===== src/rtl/hilo_acc_reg.sv =====
// HI/LO architectural register pair for the execute stage: direct writes
// (MTHI/MTLO/MULT/DIV results) plus a two-cycle MADD/MSUB accumulate.
module hilo_acc_reg #(
  parameter int DW = 32
) (
  input  logic          clk,
  input  logic          rst,
  input  logic          flushE,
  input  logic          valid_i,
  input  logic [2:0]    op_i,
  input  logic [DW-1:0] hi_i,
  input  logic [DW-1:0] lo_i,
  output logic          busy_o,
  output logic          done_o,
  output logic [DW-1:0] hi_o,
  output logic [DW-1:0] lo_o
);

  localparam logic [2:0] OP_WHI   = 3'd1;
  localparam logic [2:0] OP_WLO   = 3'd2;
  localparam logic [2:0] OP_WBOTH = 3'd3;
  localparam logic [2:0] OP_MADD  = 3'd4;
  localparam logic [2:0] OP_MSUB  = 3'd5;

  typedef enum logic {
    IDLE = 1'b0,
    ACC  = 1'b1
  } state_t;

  state_t            state_r, state_s;
  logic [DW-1:0]     hi_r, lo_r;
  logic [2*DW-1:0]   opnd_r;
  logic              sub_r;
  logic [2*DW-1:0]   acc_s;
  logic              op_ok_s, write_s, start_s, accept_s;

  // Classify the requested op; 0, 6 and 7 are never accepted.
  always_comb begin
    op_ok_s = 1'b0;
    write_s = 1'b0;
    start_s = 1'b0;
    case (op_i)
      OP_WHI, OP_WLO, OP_WBOTH: begin
        op_ok_s = 1'b1;
        write_s = 1'b1;
      end
      OP_MADD, OP_MSUB: begin
        op_ok_s = 1'b1;
        start_s = 1'b1;
      end
      default: begin
        op_ok_s = 1'b0;
      end
    endcase
  end

  assign accept_s = valid_i & ~flushE & (state_r == IDLE) & op_ok_s;

  // Next-state and handshake outputs; the ACC cycle is the commit cycle.
  always_comb begin
    state_s = state_r;
    busy_o  = 1'b0;
    case (state_r)
      IDLE: begin
        if (accept_s && start_s) begin
          state_s = ACC;
        end else begin
          state_s = IDLE;
        end
      end
      ACC: begin
        busy_o  = 1'b1;
        state_s = IDLE;
      end
      default: begin
        state_s = IDLE;
      end
    endcase
    done_o = ~rst & ((accept_s & write_s) | busy_o);
  end

  // Full-width add/sub so the lo->hi carry or borrow falls out naturally.
  always_comb begin
    if (sub_r) begin
      acc_s = {hi_r, lo_r} - opnd_r;
    end else begin
      acc_s = {hi_r, lo_r} + opnd_r;
    end
  end

  // State register.
  always_ff @(posedge clk) begin
    if (rst) begin
      state_r <= IDLE;
    end else begin
      state_r <= state_s;
    end
  end

  // HI/LO and accumulate stage registers.
  always_ff @(posedge clk) begin
    if (rst) begin
      hi_r   <= {DW{1'b0}};
      lo_r   <= {DW{1'b0}};
      opnd_r <= {(2*DW){1'b0}};
      sub_r  <= 1'b0;
    end else if (state_r == ACC) begin
      {hi_r, lo_r} <= acc_s;
    end else if (accept_s) begin
      case (op_i)
        OP_WHI:   hi_r <= hi_i;
        OP_WLO:   lo_r <= lo_i;
        OP_WBOTH: begin
          hi_r <= hi_i;
          lo_r <= lo_i;
        end
        OP_MADD: begin
          opnd_r <= {hi_i, lo_i};
          sub_r  <= 1'b0;
        end
        OP_MSUB: begin
          opnd_r <= {hi_i, lo_i};
          sub_r  <= 1'b1;
        end
        default: begin
          hi_r <= hi_r;
        end
      endcase
    end
  end

  assign hi_o = hi_r;
  assign lo_o = lo_r;

endmodule


===== config.mk =====
export PLATFORM = sky130hd
export DESIGN_NAME = hilo_acc_reg
export DESIGN_NICKNAME = d
export VERILOG_FILES = /design/src/rtl/hilo_acc_reg.sv
export SDC_FILE = /design/constraint.sdc
export NUM_CORES = 1
export LEC_CHECK = 0
export BUFFER_PORTS_ARGS = -buffer_cell sky130_fd_sc_hd__buf_2
export CAP_MARGIN = 20
export CORE_MARGIN = 2
export CORE_UTILIZATION = 64
export CTS_BUF_LIST = sky130_fd_sc_hd__clkbuf_16
export CTS_CLUSTER_SIZE = 25
export DETAILED_ROUTE_END_ITERATION = 8
export MAX_ROUTING_LAYER = met4
export PLACE_DENSITY = 0.95
export SKIP_LAST_GASP = 1
export SLEW_MARGIN = 40
export SYNTH_ARGS = -nofsm -noshare
export SYNTH_HDL_FRONTEND = slang
export SYNTH_SLANG_ARGS = --single-unit

===== constraint.sdc =====
create_clock -name clk -period 11.2 [get_ports clk]
set_input_delay 1.68 -clock clk [delete_from_list [all_inputs] [get_ports clk]]
set_output_delay 1.68 -clock clk [all_outputs]
set_load 0.02 [all_outputs]

* Word level (Yosys, flattened, before mapping)
Cells that the tools add are included.
** Word-level totals
- Register bits after elaboration :: 130
- Input bits :: 71
- Output and inout bits :: 66
- Word-level logic and storage cells :: 49
** Cells by class
- Add/sub/neg operators :: 2
- Equality and inequality tests :: 5
- Mux-type cells :: 14
- Bitwise operators :: 9
- Reduce and logical (&&, ||, !) cells :: 14
** Operator list (count)
- 32-bit two-way mux :: 6
- 64-bit adder :: 1
- 64-bit two-way mux :: 1
- 64-bit subtractor :: 1
- 2-bit nonzero test :: 4
- 3-bit by 2-bit equality test with 1-bit output, second input constant :: 2
- 3-bit equality test, second input constant :: 2
- 3-bit AND reduction :: 2
- 2-bit OR reduction :: 3
- 1-bit bitwise AND :: 5
- 1-bit two-way mux :: 5
- 5-bit OR reduction :: 1
- 1-bit case mux with 2 select lines :: 2
- 2-bit AND reduction :: 2
- 3-bit by 1-bit equality test with 1-bit output, second input constant :: 1
- 1-bit inverter :: 3
- 3-bit OR reduction :: 1
- 1-bit logical AND :: 1
- 1-bit OR :: 1

* Longest topological paths before layout
- Depth after elaboration :: 7
- Mapped depth :: 21

* Worst setup path before layout
OpenSTA, ideal clock, no wires.
- Kind :: input to output
- Start point :: in op_i[1]
- End point :: out done_o
- Arrival :: 3474 ps
- Required time :: 9520 ps
- Path slack :: 6046 ps
- Stages :: 9
- Path through :: inv_1 ha_1 o21ai_0 and3_1 clkbuf_1 clkbuf_1 clkbuf_1 a211oi_1 nor2_1
** Between the ends
- Word-level cells in the longest chain between the ends :: 7
** RTL lines
- start, declared :: line 10 : input logic [2:0] op_i,
- 3-bit equality test (tied with other cells) :: line 42 : case (op_i)
- 5-bit OR reduction (no source line)
- 1-bit two-way mux :: line 42
- 1-bit bitwise AND :: line 57 : assign accept_s = valid_i & ~flushE & (state_r == IDLE) & op_ok_s;
- 1-bit bitwise AND * :: line 79 : done_o = ~rst & ((accept_s & write_s) | busy_o);
- 1-bit OR * :: line 79
- 1-bit bitwise AND * :: line 79
- end, declared :: line 14 : output logic done_o,
Every way passes the cells marked *; elsewhere a longest branch is shown, timed or not.

* Worst setup path in the final report
- Start point :: reg opnd_r[2]
- End point :: reg hi_r[31], in the netlist hi_o[31]
** Between the ends
- Word-level cells in the longest chain between the ends :: 3
** RTL lines
- start, declared :: line 32 : logic [2*DW-1:0] opnd_r;
- start signal, assigned :: line 105 : opnd_r <= {(2*DW){1'b0}};
- start signal, assigned :: line 118 : opnd_r <= {hi_i, lo_i};
- start signal, assigned :: line 122 : opnd_r <= {hi_i, lo_i};
- 64-bit adder / 64-bit subtractor (equally long branches) :: line 87, 85
- 64-bit two-way mux * :: line 84 : if (sub_r) begin
- 32-bit two-way mux * :: line 107 : end else if (state_r == ACC) begin
- end signal, assigned :: line 108 : {hi_r, lo_r} <= acc_s;
- end signal, assigned :: line 111 : OP_WHI: hi_r <= hi_i;
- end signal, assigned :: line 114 : hi_r <= hi_i;
- end, declared :: line 31 : logic [DW-1:0] hi_r, lo_r;
Marks and branches as above.
A chain may end at the register's enable or synchronous reset.

==> impl_metrics.xml <==
<?xml version="1.0" encoding="UTF-8"?>
<metrics>
  <group name="global_routing">
    <metric name="number_of_global_route_vias_before_repair" unit="">10300</metric>
    <metric name="grt.overflow.total" unit="">0</metric>
    <metric name="grt_pass1_wl" unit="um">50400</metric>
    <metric name="grt_start_max_net_pins" unit="">67</metric>
    <metric name="groute.usage.overall" unit="%">38.5</metric>
    <metric name="antenna_found_initial" unit="">0</metric>
  </group>
  <group name="finish">
    <metric name="diodes" unit="">0</metric>
    <metric name="finish.net_count" unit="">1591</metric>
    <metric name="fin_cells" unit="">1682</metric>
    <metric name="layout.cells.most_common_list" unit="">198 x sky130_fd_sc_hd__nand2_1, 191 x sky130_fd_sc_hd__a21oi_1, 135 x sky130_fd_sc_hd__buf_2</metric>
    <metric name="n_fill_cell" unit="">1290</metric>
    <metric name="area.growth.synth_to_final" unit="%">12.7</metric>
    <metric name="most_common_cell_after_layout_fill_and_taps_aside" unit="">sky130_fd_sc_hd__nand2_1</metric>
    <metric name="final_layout_size_suffix_gt1_share" unit="%">14.9</metric>
    <metric name="finalCoreUtilization" unit="%">73.4</metric>
  </group>
  <group name="sta">
    <metric name="timing.slew.headroom" unit="%">41.4</metric>
    <metric name="finalHoldViolations" unit="">0</metric>
    <metric name="clock.fmax" unit="MHz">183</metric>
    <metric name="ratio_of_final_minimum_period_to_clock_period" unit="%">48.7</metric>
    <metric name="slew_of_the_pin_with_the_lowest_slew_margin" unit="ns">0.879</metric>
    <metric name="finalSetupViolations" unit="">0</metric>
    <metric name="final-max-slew-violation-count" unit="">0</metric>
    <metric name="grt_setup_unrepaired" unit="">false</metric>
    <metric name="setup_tns" unit="ns">0</metric>
    <metric name="period_minus_slack" unit="ns">5.46</metric>
    <metric name="clock-skew-final" unit="ns">0.0113</metric>
  </group>
  <group name="critical_path">
    <metric name="timing.critical_path.required" unit="ns">11.54</metric>
    <metric name="rrSetupSlack" unit="ns">5.74</metric>
    <metric name="timing.critical_path.fanout_max" unit="">6</metric>
    <metric name="critical_path_arrival" unit="ns">5.79</metric>
    <metric name="timing.critical_path.to_type" unit="">register</metric>
    <metric name="worst_setup_path_start_kind" unit="">register</metric>
    <metric name="crit-reg2reg-launch" unit="">opnd_r[2]$_SDFFE_PP0P_</metric>
    <metric name="worst_setup_path_startpoint" unit="">opnd_r[2]$_SDFFE_PP0P_</metric>
    <metric name="r2r_end" unit="">hi_o[31]$_SDFFE_PP0P_</metric>
    <metric name="rr_worst_depth" unit="">20</metric>
    <metric name="path_class" unit="">reg -&gt; reg</metric>
  </group>
  <group name="power_and_ir_drop">
    <metric name="cellInternalPower" unit="mW">1.03</metric>
    <metric name="sw_pwr" unit="uW">623</metric>
    <metric name="sw_frac_of_total" unit="%">37.7</metric>
    <metric name="power.sequential.fraction" unit="%">29.8</metric>
    <metric name="static-leakage-power" unit="nW">4.99</metric>
    <metric name="power_per_cell_area" unit="nW/um^2">143</metric>
    <metric name="vdd.ir_drop.worst" unit="mV">0.119</metric>
    <metric name="p_comb_share" unit="%">36.8</metric>
    <metric name="p_clk_share" unit="%">33.4</metric>
  </group>
  <group name="clocking">
    <metric name="clock_tree_from_tritoncts" unit="">built</metric>
    <metric name="cts.hold.buffers_added" unit="">0</metric>
    <metric name="cts_root_buffer" unit="">sky130_fd_sc_hd__clkbuf_16</metric>
    <metric name="clk_transition_reported_paths" unit="ns">0.07</metric>
    <metric name="post_cts.repair.setup_buffers" unit="">0</metric>
    <metric name="cts_max_path_buffers" unit="">2</metric>
    <metric name="h_tree_lvl_count" unit="">4</metric>
    <metric name="clock_latency" unit="ns">0.44</metric>
    <metric name="number_of_cts_inserted_buffers" unit="">17</metric>
    <metric name="post_cts.resized_instances" unit="">0</metric>
    <metric name="cts.sink_count" unit="">130</metric>
  </group>
  <group name="flow_run">
    <metric name="timing.max_cap.violations" unit="">0</metric>
  </group>
  <group name="logic_synthesis">
    <metric name="mappedNetlistArea" unit="sq um">10300</metric>
    <metric name="yosys_register_bits" unit="">130</metric>
    <metric name="dominantRegCellSynth" unit="">sky130_fd_sc_hd__dfxtp_1</metric>
    <metric name="mappedNetlistNets" unit="">1509</metric>
    <metric name="yosysUniqueCellTypes" unit="">72</metric>
    <metric name="post_synth_inst_count" unit="">1371</metric>
    <metric name="synth.yosys.seq_area_share" unit="%">25.4</metric>
    <metric name="synth-warning-count" unit="">0</metric>
    <metric name="syn_avg_cell_area" unit="sq um">7.49</metric>
    <metric name="synth_edf_count" unit="">0</metric>
    <metric name="synth-async-reset-ratio" unit="%">0</metric>
  </group>
  <group name="detailed_routing">
    <metric name="routed-via-count" unit="">10900</metric>
    <metric name="drt-pass1-iter-count" unit="">9</metric>
    <metric name="routedWlPerCell" unit="um">19.1</metric>
    <metric name="route.antenna.remaining_nets" unit="">0</metric>
    <metric name="drc" unit="">0</metric>
    <metric name="post_detailed_routing_wire_length" unit="um">32200</metric>
    <metric name="detail_route.iter0.violations" unit="">1265</metric>
    <metric name="viasPerCell" unit="">6.50</metric>
  </group>
  <group name="floorplanning">
    <metric name="starting_density_of_the_core" unit="%">65.1</metric>
    <metric name="pin_count" unit="">137</metric>
    <metric name="die-height" unit="um">131</metric>
    <metric name="core_area" unit="sq um">15800</metric>
    <metric name="die_area" unit="sq um">17100</metric>
    <metric name="fp-row-count" unit="">46</metric>
    <metric name="die_w" unit="um">131</metric>
  </group>
  <group name="worst_hold_path">
    <metric name="min_path_type" unit="">reg -&gt; reg</metric>
    <metric name="min_delay_path_depth" unit="">2</metric>
    <metric name="whs_endpoint" unit="">opnd_r[63]$_SDFFE_PP0P_</metric>
    <metric name="worst_hold_startpoint" unit="">opnd_r[63]$_SDFFE_PP0P_</metric>
  </group>
  <group name="place">
    <metric name="gpl.final_weighted_congestion" unit="">1.02</metric>
    <metric name="numPlacedInstances" unit="">1650</metric>
    <metric name="place.detailed.hpwl" unit="um">23200</metric>
    <metric name="input_output_buffers" unit="">136</metric>
  </group>
  <group name="outcome">
    <metric name="run_status" unit="">finished clean</metric>
  </group>
</metrics>
## cell usage after synthesis (3+ instances only)
master,number,area (sq um)
sky130_fd_sc_hd__o31ai_1,5,37.5
sky130_fd_sc_hd__nor2b_1,28,175
sky130_fd_sc_hd__a2111oi_0,3,26.3
sky130_fd_sc_hd__xor2_1,26,228
sky130_fd_sc_hd__mux2i_1,30,300
sky130_fd_sc_hd__and3_1,10,62.6
sky130_fd_sc_hd__nand2b_1,9,56.3
sky130_fd_sc_hd__o41ai_1,4,35.0
sky130_fd_sc_hd__xnor2_1,87,762
sky130_fd_sc_hd__nand4_1,27,169
sky130_fd_sc_hd__a21o_1,32,240
sky130_fd_sc_hd__ha_1,66,826
sky130_fd_sc_hd__nor3_1,26,130
sky130_fd_sc_hd__a211oi_1,63,473
sky130_fd_sc_hd__o211ai_1,6,45.0
sky130_fd_sc_hd__o2111ai_1,4,35.0
sky130_fd_sc_hd__nor3_2,4,40.0
sky130_fd_sc_hd__mux2_2,15,169
sky130_fd_sc_hd__a41oi_1,3,26.3
sky130_fd_sc_hd__a221o_1,3,30.0
sky130_fd_sc_hd__a31o_2,4,35.0
sky130_fd_sc_hd__inv_1,34,128
sky130_fd_sc_hd__or3_1,9,56.3
sky130_fd_sc_hd__a31oi_1,14,87.6
sky130_fd_sc_hd__clkbuf_1,68,255
sky130_fd_sc_hd__o21ai_0,57,285
sky130_fd_sc_hd__o21bai_1,18,135
sky130_fd_sc_hd__nand2_1,198,743
sky130_fd_sc_hd__buf_1,12,45.0
sky130_fd_sc_hd__dfxtp_1,130,2600
sky130_fd_sc_hd__nand3_1,13,65.1
sky130_fd_sc_hd__and4_1,4,35.0
sky130_fd_sc_hd__nor2_1,106,398
sky130_fd_sc_hd__a21oi_1,191,956
sky130_fd_sc_hd__o21a_1,9,67.6
sky130_fd_sc_hd__nor4_1,8,50.1
## stage by stage
stage / area (sq um) / hold WS [ns] / total power, mW / worst slack [ns]
after CTS: 11600 / 0.467 / 1.63 / 5.84
after global placement: 11000 / 0.455 / 1.08 / 6.15
after detailed placement: 11000 / 0.459 / 1.08 / 6.00
final: 11600 / 0.468 / 1.65 / 5.74
after floorplan: 10300 / 0.448 / 0.944 / 6.05
after global routing: 11600 / 0.504 / 1.72 / 5.26
## cell families (layout without fill, tap and decap cells)
family / Yosys count / in the layout / share of synthesized area, %
AND/OR/NAND/NOR: 462 / 462 / 21.5
AO/OA/AOI/OAI: 436 / 436 / 26.2
flip-flops: 130 / 130 / 25.4
buffers and inverters: 117 / 212 / 4.30
XOR/XNOR: 114 / 114 / 9.80
adder cells (fa/ha/maj): 67 / 67 / 8.24
multiplexers: 45 / 45 / 4.57
## sequential cells by signal, summed over array words and instances, names as in the netlist
register  cells
opnd_r       64
hi_o         32
state_r       1
lo_o         32
sub_r         1
## layer usage
| layer | part of all wire [%] | GRT usage (%) | vias up |
|---|---|---|---|
| met5 | 0 | - | - |
| met4 | 5.1 | 20.8 | 0 |
| met3 | 9.3 | 7.37 | 142 |
| met2 | 45 | 59.7 | 617 |
| met1 | 40 | 47.5 | 5055 |
| li1 | - | - | 5115 |
## area by class of cell
class	count	area [sq um]	area share, %
multi-input combinational	1124	7230	62.5
clock inverter	15	144	1.24
timing repair buffer	145	763	6.60
sequential	130	2610	22.5
inverter	35	131	1.14
tap	216	270	2.34
clock buffer	17	425	3.68
## power groups by stage
| stage | logic [mW] | registers, mW | clock network [mW] |
|---|---|---|---|
| floorplan | 0.437 | 0.507 | 0 |
| global placement | 0.574 | 0.502 | 0 |
| detailed placement | 0.583 | 0.501 | 0 |
| CTS | 0.591 | 0.491 | 0.549 |
| global route | 0.659 | 0.493 | 0.565 |
| finish | 0.609 | 0.492 | 0.552 |
## how the worst max path moves through the flow
| stage | end | slack (ns) | cells past startpoint |
|---|---|---|---|
| after floorplan | done_o | 6.05 | 9 |
| after detailed placement | hi_o[31]$_SDFFE_PP0P_ | 6.00 | 20 |
| after CTS | hi_o[31]$_SDFFE_PP0P_ | 5.84 | 20 |
| final | hi_o[31]$_SDFFE_PP0P_ | 5.74 | 20 |
| after global routing | hi_o[31]$_SDFFE_PP0P_ | 5.26 | 20 |
| after global placement | done_o | 6.15 | 7 |
## worst max-delay path: stages, from the launching register on
cell and delay [ns]:
sky130_fd_sc_hd__dfxtp_1 0.36, sky130_fd_sc_hd__nor4_2 0.45, sky130_fd_sc_hd__and4bb_1 0.41, sky130_fd_sc_hd__nand2_1 0.13, sky130_fd_sc_hd__or3_1 0.40, sky130_fd_sc_hd__nor3_2 0.35
sky130_fd_sc_hd__nand2_1 0.23, sky130_fd_sc_hd__nor4_1 0.51, sky130_fd_sc_hd__a21oi_1 0.17, sky130_fd_sc_hd__xnor2_1 0.17, sky130_fd_sc_hd__ha_1 0.35, sky130_fd_sc_hd__a21o_1 0.20
sky130_fd_sc_hd__a21o_1 0.16, sky130_fd_sc_hd__a21oi_1 0.22, sky130_fd_sc_hd__nor2b_1 0.07, sky130_fd_sc_hd__o21a_1 0.16, sky130_fd_sc_hd__o21ai_0 0.15, sky130_fd_sc_hd__nand2b_1 0.09
sky130_fd_sc_hd__or4_2 0.53, sky130_fd_sc_hd__a21oi_1 0.17, sky130_fd_sc_hd__nor3_2 0.06
Power figures use the tool's default switching activity.
